**config.mk**
```make
export PLATFORM = sky130hd
export DESIGN_NAME = elevator_ctrl
export DESIGN_NICKNAME = d
export VERILOG_FILES = /design/src/rtl/elev_pkg.sv /design/src/rtl/elev_req_decode.sv /design/src/rtl/elevator_ctrl.sv
export SDC_FILE = /design/constraint.sdc
export NUM_CORES = 1
export LEC_CHECK = 0
export ABC_AREA = 1
export ABC_CLOCK_PERIOD_IN_PS = 2700
export BUFFER_PORTS_ARGS = -buffer_cell sky130_fd_sc_hd__buf_4
export CORE_ASPECT_RATIO = 2
export CORE_MARGIN = 10
export CORE_UTILIZATION = 45
export DETAILED_ROUTE_END_ITERATION = 6
export GPL_TIMING_DRIVEN = 1
export PLACE_DENSITY_LB_ADDON = 0.1
export SKIP_LAST_GASP = 1
export SLEW_MARGIN = 20
export SYNTH_ARGS = -nofsm -noshare
export SYNTH_HDL_FRONTEND = slang
export SYNTH_SLANG_ARGS = --single-unit
```
**constraint.sdc**
```tcl
create_clock -name clk -period 2.7 [get_ports clk]
set_input_delay 0 -clock clk [delete_from_list [all_inputs] [get_ports clk]]
set_output_delay 0 -clock clk [all_outputs]
set_load 0.02 [all_outputs]
```
**src/rtl/elev_pkg.sv**
```systemverilog
// rtl/elev_pkg.sv - shared state type, floor-width helper and default timing for the elevator controller
package elev_pkg;

  typedef enum logic [1:0] {
    IDLE = 2'd0,
    MOVE = 2'd1,
    DOOR = 2'd2
  } elev_state_t;

  localparam int DEF_NFLOORS    = 8;
  localparam int DEF_TRAVEL_CYC = 16;
  localparam int DEF_DOOR_CYC   = 32;

  function automatic int floor_w(input int n);
    return (n > 1) ? $clog2(n) : 1;
  endfunction

endpackage

```
**src/rtl/elev_req_decode.sv**
```systemverilog
// rtl/elev_req_decode.sv - combinational request decode: above, below, request here and SCAN stop decision
module elev_req_decode
  import elev_pkg::*;
#(
  parameter int NFLOORS = DEF_NFLOORS,
  localparam int FW = floor_w(NFLOORS)
) (
  input  logic [NFLOORS-1:0] upcall,
  input  logic [NFLOORS-1:0] downcall,
  input  logic [NFLOORS-1:0] floor_btn,
  input  logic [FW-1:0]      floor,
  input  logic               dir_up,
  output logic               above,
  output logic               below,
  output logic               req_here,
  output logic               stop_here
);

  logic [NFLOORS-1:0] req;
  logic               up_here;
  logic               dn_here;
  logic               btn_here;

  assign req = upcall | downcall | floor_btn;

  // Loop-based select keeps non-power-of-two floor counts safe from out-of-range indexing
  always_comb begin
    above    = 1'b0;
    below    = 1'b0;
    req_here = 1'b0;
    up_here  = 1'b0;
    dn_here  = 1'b0;
    btn_here = 1'b0;
    for (int i = 0; i < NFLOORS; i++) begin
      if (req[i] && (i > int'(floor))) above = 1'b1;
      if (req[i] && (i < int'(floor))) below = 1'b1;
      if (i == int'(floor)) begin
        req_here = req[i];
        up_here  = upcall[i];
        dn_here  = downcall[i];
        btn_here = floor_btn[i];
      end
    end
  end

  // A hall call against the travel direction is only served once nothing lies further ahead
  assign stop_here = btn_here | (dir_up ? (up_here | (dn_here & ~above))
                                        : (dn_here | (up_here & ~below)));

endmodule

```
**src/rtl/elevator_ctrl.sv**
```systemverilog
// rtl/elevator_ctrl.sv - SCAN elevator car controller: IDLE/MOVE/DOOR FSM with travel and door timers
// Optional door-hold input enabled by defining ELEV_DOOR_HOLD_EN.
module elevator_ctrl
  import elev_pkg::*;
#(
  parameter int NFLOORS    = DEF_NFLOORS,
  parameter int TRAVEL_CYC = DEF_TRAVEL_CYC,
  parameter int DOOR_CYC   = DEF_DOOR_CYC,
  localparam int FW = floor_w(NFLOORS)
) (
  input  logic               clk,
  input  logic               rst,
  input  logic [NFLOORS-1:0] upcall,
  input  logic [NFLOORS-1:0] downcall,
  input  logic [NFLOORS-1:0] floor_btn,
`ifdef ELEV_DOOR_HOLD_EN
  input  logic               door_hold,
`endif
  output logic [FW-1:0]      floor,
  output logic               openflag,
  output logic               dir_up,
  output logic               moving
);

  localparam int TW = $clog2(TRAVEL_CYC);
  localparam int DW = $clog2(DOOR_CYC);
  localparam logic [TW-1:0] T_LAST = TW'(TRAVEL_CYC - 1);
  localparam logic [DW-1:0] D_LAST = DW'(DOOR_CYC - 1);
  localparam logic [FW-1:0] TOP    = FW'(NFLOORS - 1);

  elev_state_t   state, state_n;
  logic [FW-1:0] floor_n;
  logic          dir_n;
  logic [TW-1:0] tcnt, tcnt_n;
  logic [DW-1:0] dcnt, dcnt_n;
  logic          arrived, arrived_n;
  logic          above, below, req_here, stop_here;
  logic          ahead, behind;
  logic          hold;

`ifdef ELEV_DOOR_HOLD_EN
  assign hold = door_hold;
`else
  assign hold = 1'b0;
`endif

  elev_req_decode #(.NFLOORS(NFLOORS)) u_decode (
    .upcall    (upcall),
    .downcall  (downcall),
    .floor_btn (floor_btn),
    .floor     (floor),
    .dir_up    (dir_up),
    .above     (above),
    .below     (below),
    .req_here  (req_here),
    .stop_here (stop_here)
  );

  assign ahead  = dir_up ? above : below;
  assign behind = dir_up ? below : above;

  always_comb begin
    state_n   = state;
    floor_n   = floor;
    dir_n     = dir_up;
    tcnt_n    = tcnt;
    dcnt_n    = dcnt;
    arrived_n = 1'b0;
    case (state)
      IDLE: begin
        tcnt_n = '0;
        dcnt_n = '0;
        if (req_here) begin
          state_n = DOOR;
        end else if (ahead) begin
          state_n = MOVE;
        end else if (behind) begin
          state_n = MOVE;
          dir_n   = ~dir_up;
        end
      end
      MOVE: begin
        // The arrival cycle decides with the freshly updated floor; the timer keeps running
        if (arrived && stop_here) begin
          state_n = DOOR;
          tcnt_n  = '0;
          dcnt_n  = '0;
        end else if (arrived && !ahead && !behind) begin
          state_n = IDLE;
          tcnt_n  = '0;
        end else begin
          if (arrived && !ahead) dir_n = ~dir_up;
          if (tcnt == T_LAST) begin
            tcnt_n    = '0;
            arrived_n = 1'b1;
            if (dir_n) floor_n = (floor == TOP)  ? floor : floor + FW'(1);
            else       floor_n = (floor == '0)   ? floor : floor - FW'(1);
          end else begin
            tcnt_n = tcnt + TW'(1);
          end
        end
      end
      DOOR: begin
        if (hold) begin
          dcnt_n = '0;
        end else if (dcnt == D_LAST) begin
          state_n = IDLE;
          dcnt_n  = '0;
        end else begin
          dcnt_n = dcnt + DW'(1);
        end
      end
      default: state_n = IDLE;
    endcase
  end

  always_ff @(posedge clk) begin
    if (rst) begin
      state    <= IDLE;
      floor    <= '0;
      dir_up   <= 1'b1;
      tcnt     <= '0;
      dcnt     <= '0;
      arrived  <= 1'b0;
      openflag <= 1'b0;
      moving   <= 1'b0;
    end else begin
      state    <= state_n;
      floor    <= floor_n;
      dir_up   <= dir_n;
      tcnt     <= tcnt_n;
      dcnt     <= dcnt_n;
      arrived  <= arrived_n;
      openflag <= (state_n == DOOR);
      moving   <= (state_n == MOVE);
    end
  end

endmodule

```
==> metrics.md <==
| Metric | Value |
|---|---|
| Average wire per standard cell | `11.9 µm` |
| CTS sink count | `18` |
| Reg-to-Reg Start | `floor[0]` |
| Worst hold path type | `input pin to flop` |
| Number of input and output port buffers inserted | `31` |
| Number of I/O pins | `32` |
| Dpl hpwl | `3930 µm` |
| Buffer type at the clock tree root | `sky130_fd_sc_hd__clkbuf_8` |
| Distinct cell type count of the synthesized netlist | `28` |
| Syn Std Cell Area | `0.00167 mm²` |
| Tcrit/Tclk final | `87.7%` |
| Number of placed instances with taps included | `375` |
| Area of the multi-input gates | `0.00112 mm²` |
| Most frequent standard cell in the layout excluding fill and tap cells | `sky130_fd_sc_hd__nand2_1` |
| Pre-CTS setup slack | `0.332 ns` |
| Maximum clock path buffer count | `2` |
| Setup-violating endpoint count in the final report | `0` |
| Initial antenna violation count | `0` |
| Synth top area share | `22.7%` |
| Avg Cell Area, Syn | `5.65 µm²` |
| Startpoint type of the worst setup path | `flop` |
| Final hold violation count | `0` |
| DIE WIDTH | `63.1 µm` |
| Critical Path Sink | `floor[0]` |
| Largest area contributor in the netlist | `sky130_fd_sc_hd__nand2_1` |
| Met3 global-route usage | `1.79%` |
| Iteration count of the initial detailed-routing pass | `4` |
| Flop and latch count out of synthesis | `18` |
| Post-detailed-route DRC marker count | `0` |
| Leakage | `1.07 nW` |
| Pint | `0.445 mW` |
| Total Nets Final | `367` |
| Data arrival at the endpoint of the critical path | `2.53 ns` |
| Final Power | `0.596 mW` |
| Mapped Cells | `296` |
| Clock tree skew after final layout | `0.00207 ns` |
| Max-slew violation count | `0` |
| Number of instances on the worst hold path | `2` |
| Status | `finished clean` |
| Count of antenna-violating nets left after detailed routing | `0` |
| Achievable frequency | `422 MHz` |
| Layout cells sized above 1 | `18.5%` |
| Number of fill cells | `419` |
| Actual slew at the worst max-slew pin | `0.385 ns` |
| Register area | `360 µm²` |
| Post-synth net total | `332` |
| Core ar. | `0.00361 mm²` |
| Util after Layout | `56.1%` |
| Synth area leaders | `sky130_fd_sc_hd__nand2_1 23%, sky130_fd_sc_hd__dfxtp_1 22%, sky130_fd_sc_hd__inv_1 8.8%, sky130_fd_sc_hd__nor2_1 7.6%, sky130_fd_sc_hd__ha_1 7.5%` |
| Sw frac | `25.3%` |
| Initial standard-cell utilization of the core | `46.4%` |
| Most frequent cells in the layout | `101 x sky130_fd_sc_hd__nand2_1, 39 x sky130_fd_sc_hd__inv_1, 34 x sky130_fd_sc_hd__nor2_1, 34 x sky130_fd_sc_hd__buf_4` |
| Power density cells | `295 mW/mm²` |
| Worst Reg-to-Reg Cells | `20` |
| CTS tree | `built` |
| Total routing resource utilization after global routing | `13.7%` |
| Cell row count | `31` |
| Clk slew on worst S/H paths | `0.07 ns` |
| Sw Pwr | `0.151 mW` |
| Share of power burned in combinational logic | `15.4%` |
| Worst-skew pair later-pin latency | `0.26 ns` |
| Leftover overflow at the end of global routing | `0` |
| Number of synthesis warnings | `0` |
| Worst supply voltage drop on vdd | `200 µV` |
| Shortest clock period the worst path allows after layout | `2.37 ns` |
| H-tree depth reported by CTS | `1` |
| GP Congestion | `0.885` |
| Clock share of power | `37.5%` |
| Largest fanout on the critical path | `8` |
| Total setup buffers inserted after CTS | `0` |
| Fraction of power consumed by sequential logic | `47.1%` |
| Startpoint of the most critical setup path | `floor[0]` |
| Diodes inserted | `0` |
| Setup slack of the worst register-to-register path | `0.33 ns` |
| Required time worst endpoint | `2.86 ns` |
| Met2 Usage GRT | `27.7%` |
| Number of standard cells in the final layout excluding fillers | `379` |
| Die ar. | `0.00670 mm²` |
| Capture instance of the worst register-to-register path | `floor[0]` |
| Worst rel slew slack | `74.3%` |
| Total of hold buffers inserted after clock tree synthesis | `0` |
| Initial detailed-routing violation count | `51` |
| Resize count post-CTS | `0` |
| First-pass GRT wire length | `7650 µm` |
| Busiest grt layer | `met2` |
| Accumulated negative setup slack | `0 ns` |
| Sequential element share of the synthesized area | `21.5%` |
| Via count of the first global-routing pass | `1820` |
| Kind of critical path | `flop to flop` |
| Max capacitance violation total | `0` |
| Unrepaired setup endpoints after global routing | `no` |
| Die Height | `106 µm` |
| Number of vias in the routed layout | `1885` |
| Crit end category | `flop` |
| Final worst slack | `0.331 ns` |
| Largest net degree at the start of global routing | `16` |
| Synth-to-layout area growth | `20.9%` |
| Final wirelength | `4510 µm` |
| Num CTS Buffers | `3` |
| M1 GR Usage | `11.8%` |
| Via density per instance | `4.97` |
==> power groups by stage <==
stage	clock (mW)	sequential, mW	combinational, mW
global placement	0	0.286	0.0920
detailed placement	0	0.287	0.0924
CTS	0.224	0.281	0.0926
floorplan	0	0.284	0.0465
finish	0.224	0.280	0.0916
global route	0.235	0.282	0.104
==> cell usage after synthesis <==
cell,count
sky130_fd_sc_hd__nor2_2,4
sky130_fd_sc_hd__o21ai_2,1
sky130_fd_sc_hd__a31oi_1,2
sky130_fd_sc_hd__a21oi_2,1
sky130_fd_sc_hd__o211ai_1,1
sky130_fd_sc_hd__clkbuf_1,3
sky130_fd_sc_hd__ha_1,10
sky130_fd_sc_hd__nor3_1,2
sky130_fd_sc_hd__nand3_2,3
sky130_fd_sc_hd__nand2_2,8
sky130_fd_sc_hd__o21ai_0,9
sky130_fd_sc_hd__clkinv_1,2
sky130_fd_sc_hd__inv_1,39
sky130_fd_sc_hd__xor2_1,2
sky130_fd_sc_hd__nor4_1,1
sky130_fd_sc_hd__or2_2,1
sky130_fd_sc_hd__dfxtp_1,18
sky130_fd_sc_hd__nand3_1,21
sky130_fd_sc_hd__nand2_1,101
sky130_fd_sc_hd__nand4_1,3
sky130_fd_sc_hd__nor2_4,1
sky130_fd_sc_hd__o21ai_1,1
sky130_fd_sc_hd__a21oi_1,21
sky130_fd_sc_hd__buf_6,1
sky130_fd_sc_hd__inv_2,4
sky130_fd_sc_hd__xnor2_1,1
sky130_fd_sc_hd__o21bai_1,1
sky130_fd_sc_hd__nor2_1,34
==> sequential cells by signal (all words and copies together), names as in the netlist <==
register	cells
dcnt	5
openflag	1
arrived	1
tcnt	4
state	2
floor	3
moving	1
dir_up	1
==> worst max-delay path, cell delays in order (launching register included) <==
cell and delay (ns):
sky130_fd_sc_hd__dfxtp_1 0.41, sky130_fd_sc_hd__inv_1 0.12, sky130_fd_sc_hd__ha_1 0.23, sky130_fd_sc_hd__nand2_1 0.25, sky130_fd_sc_hd__nand2_1 0.10, sky130_fd_sc_hd__clkinv_1 0.05, sky130_fd_sc_hd__nand2_1 0.09, sky130_fd_sc_hd__nand2_1 0.08
sky130_fd_sc_hd__nand2_1 0.04, sky130_fd_sc_hd__nand2_1 0.05, sky130_fd_sc_hd__nand2_1 0.07, sky130_fd_sc_hd__nand3_1 0.08, sky130_fd_sc_hd__nand2_1 0.07, sky130_fd_sc_hd__inv_2 0.05, sky130_fd_sc_hd__nand2_2 0.04, sky130_fd_sc_hd__nand2_2 0.09
sky130_fd_sc_hd__nand3_2 0.11, sky130_fd_sc_hd__nor2_4 0.16, sky130_fd_sc_hd__nand2_1 0.07, sky130_fd_sc_hd__nand2_1 0.07, sky130_fd_sc_hd__nor2_2 0.04
==> worst min-delay path by stage <==
stage	startpoint	to	slack, ns
after global routing	rst	openflag	0.04
final	rst	tcnt[3]	0.02
after CTS	rst	tcnt[0]	0.02
after global placement	rst	dcnt[2]	0.29
after detailed placement	rst	tcnt[0]	0.30
after floorplan	rst	dcnt[0]	0.07
==> stage by stage <==
| stage | hold WS [ns] | instance area [µm²] |
|---|---|---|
| after floorplan | 0.0691 | 1670 |
| after global placement | 0.293 | 1970 |
| after detailed placement | 0.295 | 1970 |
| after CTS | 0.0236 | 2020 |
| after global routing | 0.0382 | 2020 |
| final | 0.0189 | 2020 |
==> kinds of logic (layout without fill, tap and decap cells) <==
family          count (synthesis)  in the layout  synth area share, %
compound gates                 37             37                 12.0
xor+xnor                        3              3                 1.57
fa+ha+maj                      10             10                 7.48
buf+inv                        49             83                 11.4
flops                          18             18                 21.5
simple gates                  179            179                 46.0
==> layer usage <==
layer / share of wire (%) / vias up
li1: - / 989
met1: 34 / 849
met2: 59 / 36
met3: 3.5 / 11
met4: 4.2 / 0
met5: 0 / -
==> final cells by class <==
class / count / area share (%)
timing repair buffer: 34 / 12.6
sequential: 18 / 17.8
inverter: 45 / 8.35
multi-input combinational: 229 / 55.4
tap: 49 / 3.03
clock buffer: 4 / 2.72
No activity file was read; power rests on OpenSTA's default activity.
